## src/rtl/kamikaze_hazard_ctrl.sv

```systemverilog
// kamikaze_hazard_ctrl
//   Pipeline control for the kamikaze core. Produces fetch/decode/execute
//   stall, flush and bubble controls for three cases: load-use hazards that
//   decode forwarding cannot cover, the decode flush after an execute
//   redirect, and holding the pipeline while a multi-cycle op runs.
//
//   Optional feature macro: KAMIKAZE_HAZARD_MC_WAIT_EN
//     defined   -> MC_WAIT state, with mc_start_i/mc_done_i honoured
//     undefined -> no MC_WAIT, ex_stall_o tied to 0, mc_* inputs ignored
module kamikaze_hazard_ctrl #(
  parameter int unsigned FLUSH_CYCLES = 2  // legal range 1..15
) (
  input  logic        clk_i,
  input  logic        rst_i,
  input  logic        id_valid_i,
  input  logic [4:0]  id_rs1_i,
  input  logic [4:0]  id_rs2_i,
  input  logic        id_uses_rs1_i,
  input  logic        id_uses_rs2_i,
  input  logic        ex_valid_i,
  input  logic [4:0]  ex_rd_i,
  input  logic        ex_we_i,
  input  logic        ex_is_load_i,
  input  logic        ex_redirect_i,
  input  logic [31:0] ex_redirect_pc_i,
  input  logic        mc_start_i,
  input  logic        mc_done_i,
  output logic        if_stall_o,
  output logic        id_stall_o,
  output logic        id_flush_o,
  output logic        ex_bubble_o,
  output logic        ex_stall_o,
  output logic        pc_redirect_o,
  output logic [31:0] pc_redirect_target_o,
  output logic [1:0]  state_o,
  output logic [31:0] stall_cycles_o
);

  typedef enum logic [1:0] {
    ST_RUN     = 2'd0,
    ST_FLUSH   = 2'd1,
    ST_MC_WAIT = 2'd2
  } state_t;

  // A single-cycle flush never needs the FLUSH state; the redirect cycle
  // itself already supplies the one invalid decode cycle.
  localparam bit         MULTI_FLUSH  = (FLUSH_CYCLES > 1);
  localparam int         RELOAD_INT   = MULTI_FLUSH ? int'(FLUSH_CYCLES) - 2 : 0;
  localparam logic [3:0] FLUSH_RELOAD = 4'(RELOAD_INT);

  state_t      state, state_nxt;
  logic [3:0]  flush_cnt, flush_cnt_nxt;
  logic [31:0] stall_cycles;
  logic        hz;
  logic        redirect;

`ifdef KAMIKAZE_HAZARD_MC_WAIT_EN
  logic        mc_start;
  assign mc_start = ex_valid_i & mc_start_i;
`else
  // mc_* stay on the port list for a uniform pinout but drive nothing.
  logic unused_mc;
  assign unused_mc = mc_start_i ^ mc_done_i;
`endif

  assign redirect = ex_valid_i & ex_redirect_i;

  // Load in execute whose destination is a live source of the decode instruction.
  assign hz = id_valid_i & ex_valid_i & ex_we_i & ex_is_load_i & (ex_rd_i != 5'd0) &
              ((id_uses_rs1_i & (id_rs1_i == ex_rd_i)) |
               (id_uses_rs2_i & (id_rs2_i == ex_rd_i)));

  // Next-state and control outputs; priority is redirect > multi-cycle > load-use.
  always_comb begin
    // NOTE: every output of this block gets a default first, so no path
    // through the case/if chain can leave one unassigned and infer a latch.
    state_nxt     = state;
    flush_cnt_nxt = flush_cnt;
    if_stall_o    = 1'b0;
    id_stall_o    = 1'b0;
    id_flush_o    = 1'b0;
    ex_bubble_o   = 1'b0;
    ex_stall_o    = 1'b0;
    pc_redirect_o = 1'b0;

    if (!rst_i) begin
      unique case (state)
        ST_RUN: begin
          if (redirect) begin
            pc_redirect_o = 1'b1;
            id_flush_o    = 1'b1;
            ex_bubble_o   = 1'b1;
            if (MULTI_FLUSH) begin
              state_nxt     = ST_FLUSH;
              flush_cnt_nxt = FLUSH_RELOAD;
            end
          end
`ifdef KAMIKAZE_HAZARD_MC_WAIT_EN
          else if (mc_start) begin
            // An op finishing in its first cycle costs nothing.
            if (!mc_done_i) begin
              if_stall_o = 1'b1;
              id_stall_o = 1'b1;
              ex_stall_o = 1'b1;
              state_nxt  = ST_MC_WAIT;
            end
          end
`endif
          else if (hz) begin
            if_stall_o  = 1'b1;
            id_stall_o  = 1'b1;
            ex_bubble_o = 1'b1;
          end
        end

        ST_FLUSH: begin
          id_flush_o  = 1'b1;
          ex_bubble_o = 1'b1;
          if (redirect) begin
            pc_redirect_o = 1'b1;
            flush_cnt_nxt = FLUSH_RELOAD;
          end else if (flush_cnt == 4'd0) begin
            state_nxt = ST_RUN;
          end else begin
            flush_cnt_nxt = flush_cnt - 4'd1;
          end
        end

`ifdef KAMIKAZE_HAZARD_MC_WAIT_EN
        ST_MC_WAIT: begin
          // Redirects cannot occur while execute is busy; ignore them here.
          if (mc_done_i) begin
            state_nxt = ST_RUN;
          end else begin
            if_stall_o = 1'b1;
            id_stall_o = 1'b1;
            ex_stall_o = 1'b1;
          end
        end
`endif

        default: state_nxt = ST_RUN;
      endcase
    end
  end

  assign pc_redirect_target_o = pc_redirect_o ? ex_redirect_pc_i : 32'd0;
  assign state_o              = rst_i ? 2'd0 : state;
  assign stall_cycles_o       = rst_i ? 32'd0 : stall_cycles;

  // State, flush counter and saturating stall counter.
  always_ff @(posedge clk_i) begin
    // NOTE: registers use non-blocking assignment so every flop samples
    // pre-edge values regardless of statement order.
    if (rst_i) begin
      state        <= ST_RUN;
      flush_cnt    <= 4'd0;
      stall_cycles <= 32'd0;
    end else begin
      state     <= state_nxt;
      flush_cnt <= flush_cnt_nxt;
      if (if_stall_o && (stall_cycles != 32'hFFFF_FFFF))
        stall_cycles <= stall_cycles + 32'd1;
    end
  end

endmodule

```

## config.mk

```make
export PLATFORM = sky130hd
export DESIGN_NAME = kamikaze_hazard_ctrl
export DESIGN_NICKNAME = d
export VERILOG_FILES = /design/src/rtl/kamikaze_hazard_ctrl.sv
export SDC_FILE = /design/constraint.sdc
export NUM_CORES = 1
export LEC_CHECK = 0
export CORE_MARGIN = 5
export CORE_UTILIZATION = 43
export CTS_CLUSTER_SIZE = 25
export DETAILED_ROUTE_END_ITERATION = 7
export PLACE_DENSITY = 0.88
export SYNTH_ARGS = -nofsm -noshare
export SYNTH_HDL_FRONTEND = slang
export SYNTH_SLANG_ARGS = --single-unit
```

## constraint.sdc

```tcl
create_clock -name clk_i -period 3.1 [get_ports clk_i]
set_input_delay 0.62 -clock clk_i [delete_from_list [all_inputs] [get_ports clk_i]]
set_output_delay 0.62 -clock clk_i [all_outputs]
set_load 0.02 [all_outputs]
```

## After elaboration in Yosys (flattened, before gate mapping)

Index checks and enable logic that the tools add are counted.

- Word-level logic and storage cells: 53
- Register bits: 38
- Output and inout port bits: 72
- Input bits: 58

- Reduce and logical (&&, ||, !) cells: 8
- Multiplexer cells: 23
- Equality and inequality tests: 8
- Bitwise gates (word level): 9
- Add/subtract/negate cells: 2

Operator list:

| cell | number |
|---|---|
| 2-to-1 mux 32 bit | 2 |
| adder 32 x 1 -> 32 bit, second input constant | 1 |
| != test 32 bit, second input constant | 1 |
| 2-to-1 mux 4 bit | 3 |
| == test 5 bit | 2 |
| 2-to-1 mux 1 bit | 10 |
| AND 1 bit | 8 |
| 2-to-1 mux 2 bit | 4 |
| one-hot mux 4 bit (2 select lines) | 1 |
| != test 2 bit, second input constant | 3 |
| AND reduction 3 bit | 2 |
| nonzero test 5 bit | 1 |
| logical NOT 4 bit | 1 |
| one-hot mux 1 bit (2 select lines) | 2 |
| one-hot mux 2 bit (2 select lines) | 1 |
| subtractor 4 x 1 -> 4 bit, second input constant | 1 |
| != test 3 bit, second input constant | 1 |
| == test 2 x 1 -> 1 bit, second input constant | 1 |
| logical NOT 2 bit | 1 |
| nonzero test 2 bit | 1 |
| OR reduction 2 bit | 1 |
| logical AND 1 bit | 1 |
| OR 1 bit | 1 |

## Depth between registers and ports, before layout

Gate-level depths: netlist of run 1.

- Depth after elaboration: 10
- Gate-level depth with buffers: 8
- Mapped depth without buffers: 7

## Worst setup path after synthesis of run 1

Ideal clock, no wire load.

- Kind: in2out
- Start point: input port ex_rd_i[1]
- End point: output port if_stall_o
- Arrival time: 1.735 ns
- Stages: 6
- Path buffers: 1
- Data required time: 2.480 ns
- Setup slack: 0.745 ns
- Path through: or4_1 nor2_1 nor4_1 nand2_1 inv_1 buf_4

- Word-level cells in the longest chain between the ends: 8
- Elaborated cells on any way between the ends: 12
- Those cells by class: eq/ne (2); mux (4); bitwise (5); reduce/logical (1)

Ends and longest elaborated chain:

| what | RTL line | RTL |
|---|---|---|
| start: declaration | 21 | `input logic [4:0] ex_rd_i,` |
| == test 5 bit, on equally long branches | 70, 71 |  |
| AND 1 bit, on equally long branches | 70, 71 |  |
| OR 1 bit | 70 | `((id_uses_rs1_i & (id_rs1_i == ex_rd_i)) \|` |
| AND 1 bit (*) | 69 | `assign hz = id_valid_i & ex_valid_i & ex_we_i & ex_is_load_i & (ex_rd_i != 5'd0) &` |
| 2-to-1 mux 1 bit (*) (4 in a row) | - |  |
| end: declaration | 28 | `output logic if_stall_o,` |

Every way passes the cells marked *; elsewhere a longest branch is shown, timed or not.

## Final worst setup path of run 1

- Start point: input port ex_valid_i
- End point: output port pc_redirect_target_o[4]

- Word-level cells in the longest chain between the ends: 5

Ends and longest elaborated chain:

| what | RTL line | RTL |
|---|---|---|
| start: declaration | 20 | `input logic ex_valid_i,` |
| AND 1 bit | 66 | `assign redirect = ex_valid_i & ex_redirect_i;` |
| 2-to-1 mux 1 bit | 89, 119 |  |
| 2-to-1 mux 1 bit | - |  |
| 2-to-1 mux 1 bit | 86 | `if (!rst_i) begin` |
| 2-to-1 mux 32 bit | 147 | `assign pc_redirect_target_o = pc_redirect_o ? ex_redirect_pc_i : 32'd0;` |
| end: declaration | 34 | `output logic [31:0] pc_redirect_target_o,` |

No other way between the ends.

==> results.cfg, run 1 <==
[run_status]
status = finished clean

[drt]
drc = 0
vias = 2791
post_drt_wl_per_cell_um = 15.2
ant_nets = 0
routed_via_density = 5.37
drt-initial-drc-count = 104
dr.pass1.iters = 4
drt-total-wl_um = 7880

[setup_path]
crit_type = primary input to primary output
worst-endpoint-arrival_ns = 2.38
worstPathCellList = clkdlybuf4s50_1 > nand2_1 > nor2_2 > buf_12 > and2_1 > clkdlybuf4s50_1
slowest_stage = clkdlybuf4s50_1
slowest_delay_ns = 0.62
cp-start-kind = primary input
critPathBufInv = 3
crit_path_frequent_cell = clkdlybuf4s50_1
cp.required_ns = 2.48
cp_max_fo = 33
crit_family = buffers and inverters
worstSetupEndpointType = primary output

[synthesis]
synth_seq_cells = 37
synthXorXnorAreaFrac_pct = 5.99
yosysTopAreaCellShare_pct = 29.8
syn_inst = 320
syn-cell-area_sq_um = 2480
yosys-top-cells-area = dfxtp_1, and2_1, nor2b_1
synthFlopType = dfxtp_1
synth_fa_ha_area_share_pct = 1.51
synth_top_family_by_area = simple AND/OR/NAND/NOR gates
muxShareOfSynthArea_pct = 4.48
synth.most_common_cell = dfxtp_1
synth_edf_count = 0
synth_top_area_cell = dfxtp_1
yosysUniqueCellTypes = 42
ys_top_cells_by_count = dfxtp_1, and2_1, nor2b_1, nor2_1, nand2_1
synth-seq-area-share_pct = 29.8
synthSimpleGateAreaFrac_pct = 45.4
yosysWarnings = 0
syn_area_per_cell_sq_um = 7.77
ys_async_sr_fraction_pct = 0
synth-compound-area-share_pct = 8.56

[global_routing]
antenna_found_initial = 0
grt_max_degree = 37
gr-total-overflow = 0
grt_pass1_wl_um = 12700
grt_use_total_pct = 21.5
grt_pass1_vias = 2713

[final_layout]
areaGrowthSynthToFinish_pct = 59.1
drive_above_1_share_pct = 9.82
fin_nets = 508
diodes = 0
fin_util_pct = 70.9

[power_and_ir_drop]
clockPowerShare_pct = 33.0
switching_share_pct = 24.7
power_mw = 0.979
power_density_nw_per_um2 = 248
combPwrFrac_pct = 18.3
power_switching_mw = 0.242
p_leak_nw = 1.58
p_int_mw = 0.737
pwr-share-seq_pct = 48.7
peakVddDrop_mv = 0.140

[floorplan]
start_util_pct = 44.6
pin_count = 130
rows = 27
die-area_sq_um = 7400
dieHeight_um = 86.0
chipWidth_um = 86.0
core_area_sq_um = 5570

[clock_tree]
postCtsSetupRepairBufs = 0
clock-root-buffer = clkbuf_8
cts_num_sinks = 37
cts_tree = yes
cts_buffer_depth = 2
clk_pin_slew_ns = 0.07
clk_latency_ns = 0.29
htreeDepth = 2
cts_buffers = 5
cts.repair.resized = 5
cts_hold_buf = 0

[placed_design]
place_congestion = 0.809
port_buffers = 125
hpwl_um = 6390

[sta]
finalClockSkew_ns = 0.00465
maxSlewViolCount = 0
hold_violations = 0
fmaxAchievable_ghz = 0.333
min_period_over_period_pct = 96.9
rsz0062_at_grt = no
period_needed_ns = 3.00
setup_tns_ns = 0
setup_viol = 0

[run]
cap_violations = 0

[hold_path]
hold_class = flip-flop to flip-flop
-- logic make-up (layout without fill, tap and decap cells) --
kind of cell	count (synthesis)	in the layout
AO/OA/AOI/OAI	35	35
AND/OR/NAND/NOR	193	193
other	1	2
adder cells (fa/ha/maj)	3	3
multiplexers	10	10
flip-flops	37	37
XOR/XNOR	17	17
buffers and inverters	24	151
-- layout by cell type, fill, tap and decap left out, drive strengths merged, types with 7 or more instances in the layout --
cell type	netlist	routed
dlymetal6s2s	0	8
nand2	24	24
mux2	9	9
clkdlybuf4s50	0	108
a21oi	13	13
o21ai	15	15
xnor2	11	11
nor2b	30	30
inv	7	7
nand3	13	13
nor2	29	29
dfxtp	37	37
and2	36	36
or4	11	11
buf	4	16
or3	9	9
nand4	15	15
-- state kept, by name (all words and copies together) (netlist names) --
register / flops
stall_cycles: 32
flush_cnt: 4
state: 1
-- stage by stage --
stage | std cells | hold slack [ns] | setup WS, ns | area, sq um
floorplan | 321 | 0.454 | 0.745 | 2490
global placement | 512 | 0.470 | -0.154 | 3830
detailed placement | 512 | 0.480 | -0.255 | 3830
CTS | 520 | 0.495 | 0.00461 | 3920
global route | 520 | 0.551 | 0.0000480 | 3950
finish | 520 | 0.490 | 0.0959 | 3950
-- routing by layer --
layer	global-route usage (%)	vias up	share of wire, %
li1	-	1366	-
met1	21.3	1311	36
met4	7.05	0	1.3
met3	8.74	8	8.6
met2	40.1	106	54
met5	0	-	0
-- power groups by stage --
stage | Clock [mW] | Sequential (mW) | Combinational (mW)
after floorplan | 0 | 0.487 | 0.0656
after global placement | 0 | 0.487 | 0.175
after detailed placement | 0 | 0.487 | 0.179
after CTS | 0.331 | 0.476 | 0.179
after global routing | 0.357 | 0.476 | 0.192
final | 0.323 | 0.476 | 0.179
-- final cells by class --
| class | count | area (sq um) |
|---|---|---|
| clock buffers | 6 | 72.6 |
| clock inverters | 2 | 10.0 |
| fillers | 471 | 1620 |
| inverters | 7 | 26.3 |
| multi-input cells | 260 | 1670 |
| flip-flops and latches | 37 | 741 |
| well taps | 72 | 90.1 |
| repair buffers | 136 | 1350 |
-- worst min-delay path: cells and delay by family (launching register included) --
| kind | cells | cell delay (ns) |
|---|---|---|
| flip-flops | 1 | 0.33 |
| AND/OR/NAND/NOR | 1 | 0.07 |
| AO/OA/AOI/OAI | 1 | 0.06 |
-- final timing paths --
| kind | from | endpoint | slack (ns) | depth (start not counted) |
|---|---|---|---|---|
| min reg2reg | flush_cnt[1] | flush_cnt[1] | 0.49 | 2 |
| min | flush_cnt[1] | flush_cnt[1] | 0.49 | 2 |
| max reg2reg | stall_cycles[2] | stall_cycles[31] | 0.75 | 6 |
| max | ex_valid_i | pc_redirect_target_o[4] | 0.1 | 6 |
Power figures use the tool's default switching activity.
==> run 2: changes to the inputs <==
Settings changed: SKIP_CTS_REPAIR_TIMING set to 1.
==> run 2 against run 1 <==
  * Routed wire length decreased by 0.89%
  * Die area did not move
  * Non-clock buffer count unchanged
  * Clock skew increased by 0.00090 ns
  * Critical path type unchanged
  * Highest routed layer unchanged
==> results.cfg, run 2 (synthesis gave the netlist of run 1 again) <==
[drt]
drt-initial-drc-count = 92
dr.pass1.iters = 4
routed_via_density = 5.33
post_drt_wl_per_cell_um = 15.0
drc = 0
drt-total-wl_um = 7810
vias = 2773
ant_nets = 0

[final_layout]
fin_util_pct = 71.2
final_cells = 520
regMostFlops = stall_cycles
largestRegisters = stall_cycles: 32 flops, flush_cnt: 4 flops, state: 1 flops
diodes = 0
areaGrowthSynthToFinish_pct = 59.7
layout_commonest_cell = clkdlybuf4s50_1
drive_above_1_share_pct = 9.15
largest_register_ffs = 32
layout_common_cells = clkdlybuf4s50_1, dfxtp_1, and2_1, nor2b_1, nor2_1
fin_nets = 508

[floorplan]
start_util_pct = 44.6
dieHeight_um = 86.0
pin_count = 130
rows = 27
die-area_sq_um = 7400
chipWidth_um = 86.0
core_area_sq_um = 5570

[setup_path]
r2r-start = stall_cycles[2]
slowest_delay_ns = 0.61
crit_type = primary input to primary output
worstPathCellList = clkdlybuf4s50_1 > nand2_1 > nor2_2 > buf_12 > and2_1 > clkdlybuf4s50_1
crit_path_frequent_cell = clkdlybuf4s50_1
slowest_stage = clkdlybuf4s50_1
worstSetupEndpointType = primary output
cp-start-kind = primary input
reg2reg_to = stall_cycles[31]
reg2reg_depth = 6
ff2ff_setup_slack_ns = 0.74
cp_max_fo = 33
cp.required_ns = 2.48
worst-endpoint-arrival_ns = 2.36

[placed_design]
dp.cells = 512
port_buffers = 125
hpwl_um = 6390
place_congestion = 0.809

[power_and_ir_drop]
p_leak_nw = 1.72
power_density_nw_per_um2 = 246
p_int_mw = 0.737
peakVddDrop_mv = 0.141
combPwrFrac_pct = 18.2
pwr-share-seq_pct = 48.8
power_switching_mw = 0.240
switching_share_pct = 24.6
clockPowerShare_pct = 33.1

[sta]
whs_ns = 0.489
maxSlewHeadroom_pct = 66.8
finalClockSkew_ns = 0.00555
setup_tns_ns = 0
period_needed_ns = 2.98
maxSlewViolCount = 0
fmaxAchievable_ghz = 0.335
hold_violations = 0
rsz0062_at_grt = no
worst_slew_pin_slew_ns = 0.493
setup_viol = 0
min_period_over_period_pct = 96.2

[clock_tree]
htreeDepth = 2
clk_latency_ns = 0.29
cts_num_sinks = 37
clock-root-buffer = clkbuf_8
clk_pin_slew_ns = 0.07
cts_tree = yes
cts_buffer_depth = 2
cts_buffers = 5

[global_routing]
grt_pass1_vias = 2716
grt_max_degree = 37
gr-total-overflow = 0
antenna_found_initial = 0
grt_pass1_wl_um = 12700
grt_use_total_pct = 21.4

[hold_path]
whs_path_depth = 2
whs_endpoint = flush_cnt[1]
hold_class = flip-flop to flip-flop
hold_path_startpoint = flush_cnt[1]

[run_status]
status = finished clean

[run]
cap_violations = 0
[run 2: worst max-delay path by stage]
stage	from	endpoint	slack (ns)
floorplan	ex_rd_i[1]	if_stall_o	0.74
global placement	ex_rd_i[2]	id_stall_o	-0.15
detailed placement	ex_rd_i[2]	id_stall_o	-0.26
CTS	ex_rd_i[2]	id_stall_o	-0.27
global route	ex_rd_i[2]	id_stall_o	0.004
finish	ex_valid_i	pc_redirect_target_o[29]	0.12
[run 2: final cells by class]
type                    instances  area [sq um]
flip-flops and latches         37           741
multi-input cells             260          1650
fillers                       469          1610
well taps                      72          90.1
clock buffers                   6          72.6
inverters                       7          26.3
clock inverters                 2          10.0
repair buffers                136          1370
[run 2: power by group through the flow]
| stage | combinational, mW | sequential [mW] | clock, mW |
|---|---|---|---|
| 3_5_place_dp | 0.179 | 0.487 | 0 |
| 3_3_place_gp | 0.175 | 0.487 | 0 |
| 2_1_floorplan | 0.0656 | 0.487 | 0 |
| 5_1_grt | 0.190 | 0.476 | 0.357 |
| 6_report | 0.177 | 0.476 | 0.323 |
| 4_1_cts | 0.180 | 0.476 | 0.331 |
[run 2: stage by stage]
step                      power [mW]  setup slack, ns  area [sq um]
after floorplan                0.553            0.745          2490
after global placement         0.663           -0.154          3830
after detailed placement       0.666           -0.255          3830
after CTS                      0.987           -0.266          3920
after global routing            1.02          0.00446          3970
final                          0.977            0.119          3970
[run 2: critical path, delay by kind of cell]
family / cells / cell delay [ns]
buffers and inverters: 3 / 1.31
and+or+nand+nor: 3 / 0.43
[run 2: per-layer routing]
metal / track usage [%] / wire length (um) / vias up
li1: - / - / 1366
met1: 21.4 / 2860 / 1297
met2: 39.9 / 4180 / 100
met3: 8.74 / 662 / 10
met4: 7.05 / 108 / 0
met5: 0 / 0 / -
